[config.mk]
export PLATFORM = sky130hd
export DESIGN_NAME = dvp_frame_tx
export DESIGN_NICKNAME = d
export VERILOG_FILES = /design/src/rtl/dvp_pkg.sv /design/src/rtl/dvp_frame_tx_timing_gen.sv /design/src/rtl/dvp_frame_tx.sv
export SDC_FILE = /design/constraint.sdc
export NUM_CORES = 1
export LEC_CHECK = 0
export ABC_CLOCK_PERIOD_IN_PS = 2600
export CAP_MARGIN = 10
export CORE_ASPECT_RATIO = 0.75
export CORE_MARGIN = 5
export CORE_UTILIZATION = 45
export DETAILED_ROUTE_END_ITERATION = 6
export PLACE_DENSITY = 0.69
export SYNTH_ARGS = -nofsm -noshare
export SYNTH_HDL_FRONTEND = slang
export SYNTH_SLANG_ARGS = --single-unit
[constraint.sdc]
create_clock -name p_clock -period 2.6 [get_ports p_clock]
set_clock_uncertainty 0.05 [all_clocks]
set_input_delay 0.65 -clock p_clock [delete_from_list [all_inputs] [get_ports p_clock]]
set_output_delay 0.65 -clock p_clock [all_outputs]
set_load 0.005 [all_outputs]
[src/rtl/dvp_pkg.sv]
// rtl/dvp_pkg.sv - DVP transmitter timing defaults, state encoding and RGB565 colour-bar palette
package dvp_pkg;

  localparam int DEF_H_ACTIVE = 640;
  localparam int DEF_H_BLANK  = 144;
  localparam int DEF_V_SYNC   = 3;
  localparam int DEF_V_BP     = 17;
  localparam int DEF_V_ACTIVE = 480;
  localparam int DEF_V_FP     = 10;

  typedef enum logic [2:0] {
    IDLE   = 3'd0,
    VSYNC  = 3'd1,
    VBP    = 3'd2,
    ACTIVE = 3'd3,
    VFP    = 3'd4
  } dvp_state_e;

  localparam logic [15:0] RGB_WHITE   = 16'hFFFF;
  localparam logic [15:0] RGB_YELLOW  = 16'hFFE0;
  localparam logic [15:0] RGB_CYAN    = 16'h07FF;
  localparam logic [15:0] RGB_GREEN   = 16'h07E0;
  localparam logic [15:0] RGB_MAGENTA = 16'hF81F;
  localparam logic [15:0] RGB_RED     = 16'hF800;
  localparam logic [15:0] RGB_BLUE    = 16'h001F;
  localparam logic [15:0] RGB_BLACK   = 16'h0000;

  // Left-to-right order of the classic 8-band colour bar.
  function automatic logic [15:0] bar_colour(input logic [2:0] band);
    logic [15:0] c;
    case (band)
      3'd0:    c = RGB_WHITE;
      3'd1:    c = RGB_YELLOW;
      3'd2:    c = RGB_CYAN;
      3'd3:    c = RGB_GREEN;
      3'd4:    c = RGB_MAGENTA;
      3'd5:    c = RGB_RED;
      3'd6:    c = RGB_BLUE;
      default: c = RGB_BLACK;
    endcase
    return c;
  endfunction

endpackage

[src/rtl/dvp_frame_tx_timing_gen.sv]
// rtl/dvp_frame_tx_timing_gen.sv - byte/line counters and frame FSM; emits next-cycle DVP strobes
module dvp_timing_gen
  import dvp_pkg::*;
#(
  parameter int H_ACTIVE = DEF_H_ACTIVE,
  parameter int H_BLANK  = DEF_H_BLANK,
  parameter int V_SYNC   = DEF_V_SYNC,
  parameter int V_BP     = DEF_V_BP,
  parameter int V_ACTIVE = DEF_V_ACTIVE,
  parameter int V_FP     = DEF_V_FP
) (
  input  logic        clk,
  input  logic        rst_n,
  input  logic        enable,
  output logic        vsync_nx,
  output logic        href_nx,
  output logic        fetch_nx,
  output logic        frame_start_nx,
  output logic [15:0] pix_x
);

  localparam int LINE_LEN    = 2 * H_ACTIVE + H_BLANK;
  localparam int FRAME_LINES = V_SYNC + V_BP + V_ACTIVE + V_FP;
  localparam int BW          = $clog2(LINE_LEN);
  localparam int LW          = $clog2(FRAME_LINES);

  localparam logic [2:0] ST_IDLE   = IDLE;
  localparam logic [2:0] ST_VSYNC  = VSYNC;
  localparam logic [2:0] ST_VBP    = VBP;
  localparam logic [2:0] ST_ACTIVE = ACTIVE;
  localparam logic [2:0] ST_VFP    = VFP;

  logic [2:0]    state;
  logic [2:0]    state_eol;
  logic [BW-1:0] byte_cnt;
  logic [LW-1:0] line_cnt;
  logic          line_end;
  logic          frame_end;

  assign line_end  = (byte_cnt == BW'(LINE_LEN - 1));
  assign frame_end = (line_cnt == LW'(FRAME_LINES - 1));

  // State the FSM moves to when the current line finishes.
  always_comb begin
    state_eol = state;
    case (state)
      ST_VSYNC:  if (line_cnt == LW'(V_SYNC - 1)) state_eol = ST_VBP;
      ST_VBP:    if (line_cnt == LW'(V_SYNC + V_BP - 1)) state_eol = ST_ACTIVE;
      ST_ACTIVE: if (line_cnt == LW'(V_SYNC + V_BP + V_ACTIVE - 1)) state_eol = ST_VFP;
      ST_VFP:    if (frame_end) state_eol = enable ? ST_VSYNC : ST_IDLE;
      default:   state_eol = state;
    endcase
  end

  always_ff @(posedge clk or negedge rst_n) begin
    if (!rst_n) begin
      state    <= ST_IDLE;
      byte_cnt <= '0;
      line_cnt <= '0;
    end else if (state == ST_IDLE) begin
      byte_cnt <= '0;
      line_cnt <= '0;
      if (enable) state <= ST_VSYNC;
    end else if (line_end) begin
      byte_cnt <= '0;
      line_cnt <= frame_end ? '0 : line_cnt + 1'b1;
      state    <= state_eol;
    end else begin
      byte_cnt <= byte_cnt + 1'b1;
    end
  end

  // Counters describe the position the registered outputs will show next cycle.
  assign vsync_nx       = (state == ST_VSYNC);
  assign frame_start_nx = vsync_nx && (byte_cnt == '0) && (line_cnt == '0);
  assign href_nx        = (state == ST_ACTIVE) && (byte_cnt < BW'(2 * H_ACTIVE));
  assign fetch_nx       = href_nx && !byte_cnt[0];
  assign pix_x          = 16'(byte_cnt >> 1);

endmodule

[src/rtl/dvp_frame_tx.sv]
// rtl/dvp_frame_tx.sv - RGB565 stream to DVP vsync/href/p_data transmitter; colour bars under DVP_TX_TEST_PATTERN_EN
module dvp_frame_tx
  import dvp_pkg::*;
#(
  parameter int H_ACTIVE = DEF_H_ACTIVE,
  parameter int H_BLANK  = DEF_H_BLANK,
  parameter int V_SYNC   = DEF_V_SYNC,
  parameter int V_BP     = DEF_V_BP,
  parameter int V_ACTIVE = DEF_V_ACTIVE,
  parameter int V_FP     = DEF_V_FP
) (
  input  logic        p_clock,
  input  logic        rst_n,
  input  logic        enable,
`ifdef DVP_TX_TEST_PATTERN_EN
  input  logic        pattern_sel,
`endif
  input  logic [15:0] s_pixel,
  input  logic        s_valid,
  output logic        s_ready,
  output logic        vsync,
  output logic        href,
  output logic [7:0]  p_data,
  output logic        frame_start,
  output logic        underrun,
  input  logic        clr_underrun
);

  logic        vsync_nx;
  logic        href_nx;
  logic        fetch_nx;
  logic        frame_start_nx;
  logic [15:0] pix_x;
  logic        use_pattern;
  logic [15:0] bar_pixel;
  logic [15:0] pix_src;
  logic [15:0] pix_q;
  logic        underrun_set;

  dvp_timing_gen #(
    .H_ACTIVE (H_ACTIVE),
    .H_BLANK  (H_BLANK),
    .V_SYNC   (V_SYNC),
    .V_BP     (V_BP),
    .V_ACTIVE (V_ACTIVE),
    .V_FP     (V_FP)
  ) u_timing (
    .clk            (p_clock),
    .rst_n          (rst_n),
    .enable         (enable),
    .vsync_nx       (vsync_nx),
    .href_nx        (href_nx),
    .fetch_nx       (fetch_nx),
    .frame_start_nx (frame_start_nx),
    .pix_x          (pix_x)
  );

`ifdef DVP_TX_TEST_PATTERN_EN
  logic       pattern_q;
  logic [2:0] band;

  // Source selection is frozen for the whole frame at its first vsync cycle.
  always_ff @(posedge p_clock or negedge rst_n) begin
    if (!rst_n)              pattern_q <= 1'b0;
    else if (frame_start_nx) pattern_q <= pattern_sel;
  end

  assign band        = 3'((int'(pix_x) * 8) / H_ACTIVE);
  assign bar_pixel   = bar_colour(band);
  assign use_pattern = pattern_q;
`else
  assign bar_pixel   = 16'h0000;
  assign use_pattern = 1'b0;
`endif

  // A starved fetch still sends a black pixel: DVP timing cannot stall.
  assign pix_src      = use_pattern ? bar_pixel : (s_valid ? s_pixel : 16'h0000);
  assign s_ready      = fetch_nx && !use_pattern;
  assign underrun_set = s_ready && !s_valid;

  always_ff @(posedge p_clock or negedge rst_n) begin
    if (!rst_n) begin
      vsync       <= 1'b0;
      href        <= 1'b0;
      frame_start <= 1'b0;
      p_data      <= 8'h00;
      pix_q       <= 16'h0000;
      underrun    <= 1'b0;
    end else begin
      vsync       <= vsync_nx;
      href        <= href_nx;
      frame_start <= frame_start_nx;
      if (fetch_nx) pix_q <= pix_src;
      if (!href_nx)      p_data <= 8'h00;
      else if (fetch_nx) p_data <= pix_src[15:8];
      else               p_data <= pix_q[7:0];
      if (underrun_set)      underrun <= 1'b1;
      else if (clr_underrun) underrun <= 1'b0;
    end
  end

endmodule
==> results of run 1 <==
[through the flow]
| stage | power (mW) | utilization | hold WS (ns) |
|---|---|---|---|
| after floorplan | 1.40 | - | 0.304 |
| after global placement | 1.74 | 0.564 | 0.474 |
| after detailed placement | 1.74 | 0.564 | 0.479 |
| after CTS | 2.37 | 0.593 | 0.380 |
| after global routing | 2.52 | 0.593 | 0.420 |
| final | 2.35 | 0.593 | 0.365 |
[synthesized netlist by cell type (2+ instances only)]
library cell,count
nor2b_1,2
a21oi_1,3
buf_2,4
o21ai_1,4
mux2_1,3
or3_1,3
a41oi_1,2
nor2_1,27
nand2b_1,2
and3_1,7
o41ai_1,2
nand3_1,15
xnor2_1,3
dfrtp_1,43
nor4_4,2
clkbuf_1,6
xor2_1,5
nand2_1,13
o21ai_2,2
ha_1,6
nand4_1,6
inv_1,15
o21ai_0,18
nor3_1,6
a22oi_1,8
nor3b_1,2
[critical path, cell delays in order (launching register included)]
cell and delay [ns]:
dfrtp_1 0.50, and3b_1 0.27, nand2_1 0.09, nor2_2 0.11
clkdlybuf4s50_1 0.51
[path summary, 6_finish.rpt]
kind / endpoint / startpoint / depth (start not counted) / slack (ns)
hold reg to reg: pix_q[7] / pix_q[7] / 2 / 0.49
setup reg to reg: u_timing.state[2] / u_timing.byte_cnt[0] / 6 / 0.49
max in group asynchronous: u_timing.state[2] / rst_n / 2 / 1.75
min in group p_clock: pix_q[7] / pix_q[7] / 2 / 0.49
hold / removal: u_timing.line_cnt[6] / rst_n / 2 / 0.37
setup / recovery: s_ready / u_timing.state[0] / 4 / 0.12
[layer usage]
metal | track usage | routed length (microns) | vias to the layer above | share of wire
li1 | - | - | 854 | -
met1 | 0.244 | 2560 | 801 | 0.53
met2 | 0.229 | 2020 | 32 | 0.42
met3 | 0.0386 | 183 | 4 | 0.038
met4 | 0.0479 | 38 | 0 | 0.0079
met5 | 0 | 0 | - | 0
[state kept, by name, indices dropped and copies added, names as in the netlist]
name / cells
frame_start: 1
href: 1
p_data: 8
pix_q: 8
u_timing.byte_cnt: 11
u_timing.line_cnt: 9
u_timing.state: 3
underrun: 1
vsync: 1
[cell type report]
type	instances	area, sq um	share of cell area
Sequential cell	43	1080	0.400
Multi-Input combinational cell	155	973	0.361
Timing Repair Buffer	41	385	0.143
Clock buffer	6	72.6	0.0269
Tap cell	57	71.3	0.0264
Clock inverter	2	60.1	0.0223
Inverter	15	56.3	0.0209
[kinds of logic (layout without fill, tap and decap cells)]
group	count (synthesis)	count (layout)	synth area share
xor gates and xnor gates	8	8	0.0325
AOI/OAI and AO/OA	43	43	0.129
and+or+nand+nor	95	95	0.240
DFF	43	43	0.500
adders and majority gates	6	6	0.0349
muxes	3	3	0.0157
buffers and inverters	26	64	0.0482
[what timing repair did]
| item | CTS | global route |
|---|---|---|
| hold buffers | 0 | 0 |
| resized for setup | 0 | 2 |
| endpoints found under the setup margin | 0 | 1 |
[power groups by stage]
stage | clock network [mW] | registers (mW) | logic, mW
4_1_cts | 0.631 | 0.946 | 0.792
2_1_floorplan | 0 | 0.896 | 0.503
6_report | 0.617 | 0.951 | 0.783
5_1_grt | 0.653 | 0.978 | 0.885
3_3_place_gp | 0 | 0.951 | 0.786
3_5_place_dp | 0 | 0.958 | 0.785
==> impl_metrics.yaml, run 1 <==
power:
  comb_power_share: 0.333
  sequentialPowerShare: 0.404
  p_int_mw: 1.57
  clkPwrFrac: 0.262
  swShare: 0.330
  ir_drop_uv: 511
  p_leak_nw: 1.17
  power.density_nw_per_um2: 871
  p_switching_mw: 0.776
status:
  status: "finished, final reports clean"
grt:
  grt_usage: 0.162
  antenna_found_initial: 0
  overflow: 0
  grt_pass1_wl_mm: 8.39
  grt_max_degree: 44
  grt_pass1_vias: 1714
layout:
  layout.cells.non_filler: 319
  mostFrequentLayoutCell: "dfrtp_1"
  fill_cells: 414
  final_nets: 288
  final_cell_mix: "41 x dfrtp_1, 32 x clkdlybuf4s50_1, 27 x nor2_1, 18 x o21ai_0"
  final_area_sq_um: 2700
  area_delta_synth_final_pct: 25.3
  antenna_cells: 0
  layout-drive-gt1-share: 0.111
placement:
  place_ws_ns: 0.413
  hpwl_mm: 3.50
  portBuffers: 33
  placedCellCount: 311
  place_congestion: 0.886
  dpl_cell_area_sq_um: 2560
worst_setup_path:
  cp-start-kind: "register"
  crit_required_ns: 1.90
  cp_max_fo: 10
  worstSetupPathType: "reg -> out"
  cp.arrival_ns: 1.78
  critPathCaptureType: "primary output"
floorplanning:
  dieWidth_microns: 89.9
  fp.dieArea_sq_um: 6280
  rows: 21
  io_pins: 34
  start_util: 0.474
  die_height_microns: 69.9
  core_sq_um: 4550
route:
  antenna_left: 0
  via_count: 1691
  drt_first_pass_iters: 4
  routed_wl_mm: 4.80
  drtIter0Drc: 58
  route.detailed.drc: 0
  viasPerCell: 5.30
  route.detailed.wl_per_inst_microns: 15.0
timing:
  setup_ws_ns: 0.120
  rsz0062_at_grt: "false"
  fmax_mhz: 403
  period_minus_slack_ns: 2.48
  max_slew_margin: 0.608
  drv_slew: 0
  worst_pin_slew_ns: 0.586
  hold_violations: 0
  setup_tns_ns: 0
  setup_violations: 0
  fin_crit_sh: 0.954
logic_synthesis:
  synth_fp_nets: 251
  synth-edff-count: 0
  syn_area_per_cell_sq_um: 9.61
  yosys.area.top_type: "dfrtp_1"
  async_flop_share: 1.00
  syn_inst: 224
  yosysTopAreaCellShare: 0.500
  yosys.cell_types.count: 41
  synthTopCellsByArea: "dfrtp_1 50%, nor2_1 4.7%, o21ai_0 4.2%, ha_1 3.5%, nand3_1 3.5%"
  yosys_warnings: 0
  netlist_area_sq_um: 2150
  ys.flop_type: "dfrtp_1"
  synth-seq-area-share: 0.500
  ys_seq_elements: 43
clocking:
  clock_latency_ns: 0.30
  h-tree-depth: 2
  clkSlewWorstSetupHoldPaths_ns: 0.08
  cts_tree: "done"
  cts_setup_buffers: 0
  clkSinkCount: 43
  numCtsBuffers: 5
  cts_buffer_depth: 2
  root_buffer: "clkbuf_8"
job:
  cap_violations: 0
hold_path:
  hold_path_class: "in -> async"
Power figures use the tool's default switching activity.
==> inputs of run 2 (changes only) <==
CORE_ASPECT_RATIO = 1.1   (was 0.75)
TNS_END_PERCENT = 1   (was not set)
==> run 2 against run 1 <==
Critical path depth did not move. Non-clock buffer count rose by 2. First-iteration DRC count rose by 120%. Largest cell class unchanged. Fmax rose by 0.47%.
==> impl_metrics.yaml, run 2 (synthesized netlist as in run 1, its figures left out) <==
layout:
  largest_reg_flops: 11
  antenna_cells: 0
  layout-drive-gt1-share: 0.125
  mostFrequentLayoutCell: "dfrtp_1"
  final_nets: 290
  reg_top3: "u_timing.byte_cnt (11), u_timing.line_cnt (9)"
  area_delta_synth_final_pct: 25.0
  final_cell_mix: "40 x dfrtp_1, 32 x clkdlybuf4s50_1, 27 x nor2_1, 18 x o21ai_0"
  top_register: "u_timing.byte_cnt"
  fill_cells: 443
route:
  route.detailed.drc: 0
  via_count: 1701
  route.detailed.wl_per_inst_microns: 15.0
  routed_wl_mm: 4.81
  antenna_left: 0
  drtIter0Drc: 128
  viasPerCell: 5.32
  drt_first_pass_iters: 4
worst_setup_path:
  reg2reg_depth: 6
  crit_required_ns: 1.90
  r2r_slack_ns: 0.50
  critPathCaptureType: "primary output"
  cp_max_fo: 10
  reg2reg_to: "u_timing.state[2]"
  worstSetupPathType: "reg -> out"
  cp-start-kind: "register"
  r2r-start: "u_timing.byte_cnt[0]"
  cp.arrival_ns: 1.77
clocking:
  cts_hold_buf: 0
  cts.repair.resized: 0
  numCtsBuffers: 5
  cts_tree: "done"
  cts_buffer_depth: 2
  cts_setup_buffers: 0
  root_buffer: "clkbuf_8"
  clkSinkCount: 43
  clkSlewWorstSetupHoldPaths_ns: 0.09
  clock_latency_ns: 0.29
  h-tree-depth: 2
power:
  power.density_nw_per_um2: 838
  power_mw: 2.26
  p_leak_nw: 1.17
  ir_drop_uv: 378
timing:
  period_minus_slack_ns: 2.47
  setup_tns_ns: 0
  hold_violations: 0
  fmax_mhz: 405
  max_slew_margin: 0.594
  setup_violations: 0
  drv_slew: 0
  worst_pin_slew_ns: 0.608
  rsz0062_at_grt: "false"
  fin_crit_sh: 0.950
floorplanning:
  die_height_microns: 82.6
  fp.dieArea_sq_um: 6270
  core_sq_um: 4650
  rows: 26
  start_util: 0.463
  dieWidth_microns: 76.0
  io_pins: 34
grt:
  grt_max_degree: 17
  grt_usage: 0.158
  overflow: 0
  grt_pass1_vias: 1649
  grt_pass1_wl_mm: 7.88
  antenna_found_initial: 0
status:
  status: "finished, final reports clean"
placement:
  portBuffers: 33
  place_congestion: 0.829
  hpwl_mm: 3.57
hold_path:
  hold_path_class: "in -> async"
job:
  cap_violations: 0
[run 2: worst max-delay path by stage]
stage / from / endpoint / slack [ns] / cells after the start
detailed placement: u_timing.state[2] / s_ready / 0.42 / 4
global placement: u_timing.state[2] / s_ready / 0.44 / 4
finish: u_timing.state[2] / s_ready / 0.13 / 4
CTS: u_timing.state[2] / s_ready / 0.08 / 4
global route: u_timing.state[2] / s_ready / 0.006 / 4
floorplan: u_timing.state[2] / s_ready / 0.67 / 5
[run 2: area by class of cell]
type	instances	area, sq um	share of cell area
inverter	15	56.3	0.0209
sequential	43	1080	0.401
clock buffer	5	68.8	0.0256
tap	56	70.1	0.0260
clock inverter	3	43.8	0.0163
timing repair buffer	43	400	0.149
multi-input combinational	155	973	0.362
[run 2: worst max-delay path: stages, from the launching register on]
cell	delay, ns
dfrtp_2	0.46
and3b_1	0.28
nand2_1	0.10
nor2_2	0.12
clkdlybuf4s50_1	0.51
[run 2: metrics by stage]
step | hold slack (ns) | area, sq um | std cells | worst slack, ns | utilization
finish | 0.187 | 2690 | 320 | 0.131 | 0.579
global route | 0.193 | 2690 | 320 | 0.00616 | 0.579
CTS | 0.184 | 2690 | 320 | 0.0794 | 0.578
detailed placement | 0.475 | 2580 | 312 | 0.417 | 0.554
global placement | 0.470 | 2580 | 312 | 0.441 | 0.554
floorplan | 0.304 | 2150 | 224 | 0.674 | -
[run 2: routing by layer]
layer,track usage,part of all wire
met1,0.214,0.47
met2,0.247,0.48
met3,0.0315,0.032
met4,0.0694,0.019
met5,0,0
[run 2: report_power, final]
part	switching (mW)	internal [mW]	leakage, nW	total (mW)
combinational	0.402	0.379	0.538	0.781
clock	0.233	0.286	0.0581	0.519
sequential	0.140	0.817	0.577	0.956
==> inputs of run 3 (changes only) <==
PLACE_DENSITY = 0.68   (was 0.69)
SYNTH_HIERARCHICAL = 1   (was not set)
==> run 3 against run 2 <==
Die area is 1.7% lower. Count of clock-buffer cells in the layout is 2 higher. Sequential share of layout area rose by 1.7 points. Sequential power decreased by 30%. Worst setup slack better by 0.015 ns. Critical endpoint unchanged. Largest cell class unchanged.
==> impl_metrics.yaml, run 3 <==
status:
  status: "finished, final reports clean"
layout:
  area_delta_synth_final_pct: 22.1
  layout.cells.non_filler: 299
  mostFrequentLayoutCell: "dfrtp_1"
  antenna_cells: 0
  layout-drive-gt1-share: 0.0905
  final_nets: 269
  top_register: "u_timing/byte_cnt"
  post-route-util: 0.562
  final_cell_mix: "43 x dfrtp_1, 32 x clkdlybuf4s50_1, 22 x nor2_1, 18 x nand2_1, 11 x xor2_1"
  reg_top3: "u_timing/byte_cnt (11), u_timing/line_cnt (9)"
  largest_reg_flops: 11
worst_setup_path:
  crit_required_ns: 1.90
  critPathMaxStageDelay_ns: 0.51
  cp_slowest_cell: "clkdlybuf4s50_1"
  worstSetupPathType: "reg -> out"
  critPathCaptureType: "primary output"
  path_cells: "o21ai_0 > and3_1 > and2_1 > clkdlybuf4s50_1"
  cp.arrival_ns: 1.75
  reg2reg_depth: 5
  cp-start-kind: "register"
  cp_max_fo: 6
  r2r_slack_ns: 0.58
grt:
  grt_usage: 0.157
  antenna_found_initial: 0
  grt_pass1_vias: 1644
  grt_max_degree: 28
  overflow: 0
  grt_pass1_wl_mm: 7.42
floorplanning:
  core_sq_um: 4590
  start_util: 0.460
  dieWidth_microns: 75.3
  fp.dieArea_sq_um: 6160
  io_pins: 34
  rows: 26
  die_height_microns: 81.8
logic_synthesis:
  synth_fp_nets: 232
  netlist_area_sq_um: 2110
  yosys_warnings: 6
  syn_area_per_cell_sq_um: 10.3
  syn_inst: 205
power:
  swShare: 0.202
  p_switching_mw: 0.237
  ir_drop_uv: 273
  clkPwrFrac: 0.393
  power.density_nw_per_um2: 456
  comb_power_share: 0.038
  sequentialPowerShare: 0.569
  power_mw: 1.17
  p_leak_nw: 1.14
  p_int_mw: 0.937
placement:
  portBuffers: 33
  hpwl_mm: 3.22
  placedCellCount: 291
  place_ws_ns: 0.453
  place_congestion: 0.797
route:
  route.detailed.drc: 0
  antenna_left: 0
  routed_wl_mm: 4.24
  viasPerCell: 5.24
  drt_first_pass_iters: 4
  drtIter0Drc: 40
  route.detailed.wl_per_inst_microns: 14.2
  via_count: 1568
timing:
  worst_pin_slew_ns: 0.571
  period_minus_slack_ns: 2.45
  fin_crit_sh: 0.944
  fmax_mhz: 407
  rsz0062_at_grt: "false"
  setup_ws_ns: 0.146
  max_slew_margin: 0.620
  hold_violations: 0
  drv_slew: 0
  setup_violations: 0
  setup_tns_ns: 0
clocking:
  h-tree-depth: 2
  cts_tree: "done"
  clock_latency_ns: 0.29
  cts.repair.resized: 0
  clkSlewWorstSetupHoldPaths_ns: 0.08
  cts_setup_buffers: 0
  root_buffer: "clkbuf_8"
  clkSinkCount: 43
  cts_buffer_depth: 2
  numCtsBuffers: 5
  cts_hold_buf: 0
job:
  cap_violations: 0
hold_path:
  hold_path_class: "in -> async"
==> run 3: final timing paths <==
check / start / endpoint
hold / removal: rst_n / p_data[4]
hold reg to reg: u_timing/byte_cnt[0] / u_timing/byte_cnt[0]
setup reg to reg: u_timing/line_cnt[5] / u_timing/state[0]
max in group asynchronous: rst_n / pix_q[1]
setup / recovery: u_timing/byte_cnt[8] / s_ready
min in group p_clock: u_timing/byte_cnt[0] / u_timing/byte_cnt[0]
==> run 3: layer usage <==
| layer | vias to the layer above | routed length [microns] | GRT usage |
|---|---|---|---|
| li1 | 782 | - | - |
| met1 | 753 | 1790 | 0.187 |
| met3 | 5 | 254 | 0.0404 |
| met5 | - | 0 | 0 |
| met4 | 0 | 50 | 0.0524 |
| met2 | 28 | 2150 | 0.273 |
==> run 3: critical path: cells and delay by family, from the launching register on <==
kind,cells,cell delay [ns]
compound gates,1,0.18
buf+inv,1,0.51
flops,1,0.44
simple gates,2,0.34
==> run 3: layout make-up <==
cell class | instances | area, sq um
Fill cell | 428 | 2010
Sequential cell | 43 | 1080
Multi-Input combinational cell | 144 | 926
Timing Repair Buffer | 38 | 363
Clock buffer | 7 | 96.3
Tap cell | 56 | 70.1
Inverter | 10 | 37.5
Clock inverter | 1 | 7.51
==> run 3: per-stage QoR <==
stage	hold slack [ns]	cell area, sq um
2_1_floorplan	0.304	2110
3_3_place_gp	0.433	2470
3_5_place_dp	0.434	2470
4_1_cts	0.311	2580
5_1_grt	0.338	2580
6_report	0.294	2580
==> run 3: power by group through the flow <==
stage          clock network [mW]  logic, mW  registers (mW)
2_1_floorplan                   0   0.000245           0.682
3_3_place_gp                    0     0.0469           0.681
3_5_place_dp                    0     0.0464           0.681
4_1_cts                     0.483     0.0470           0.668
5_1_grt                     0.517     0.0512           0.668
6_report                    0.461     0.0452           0.668
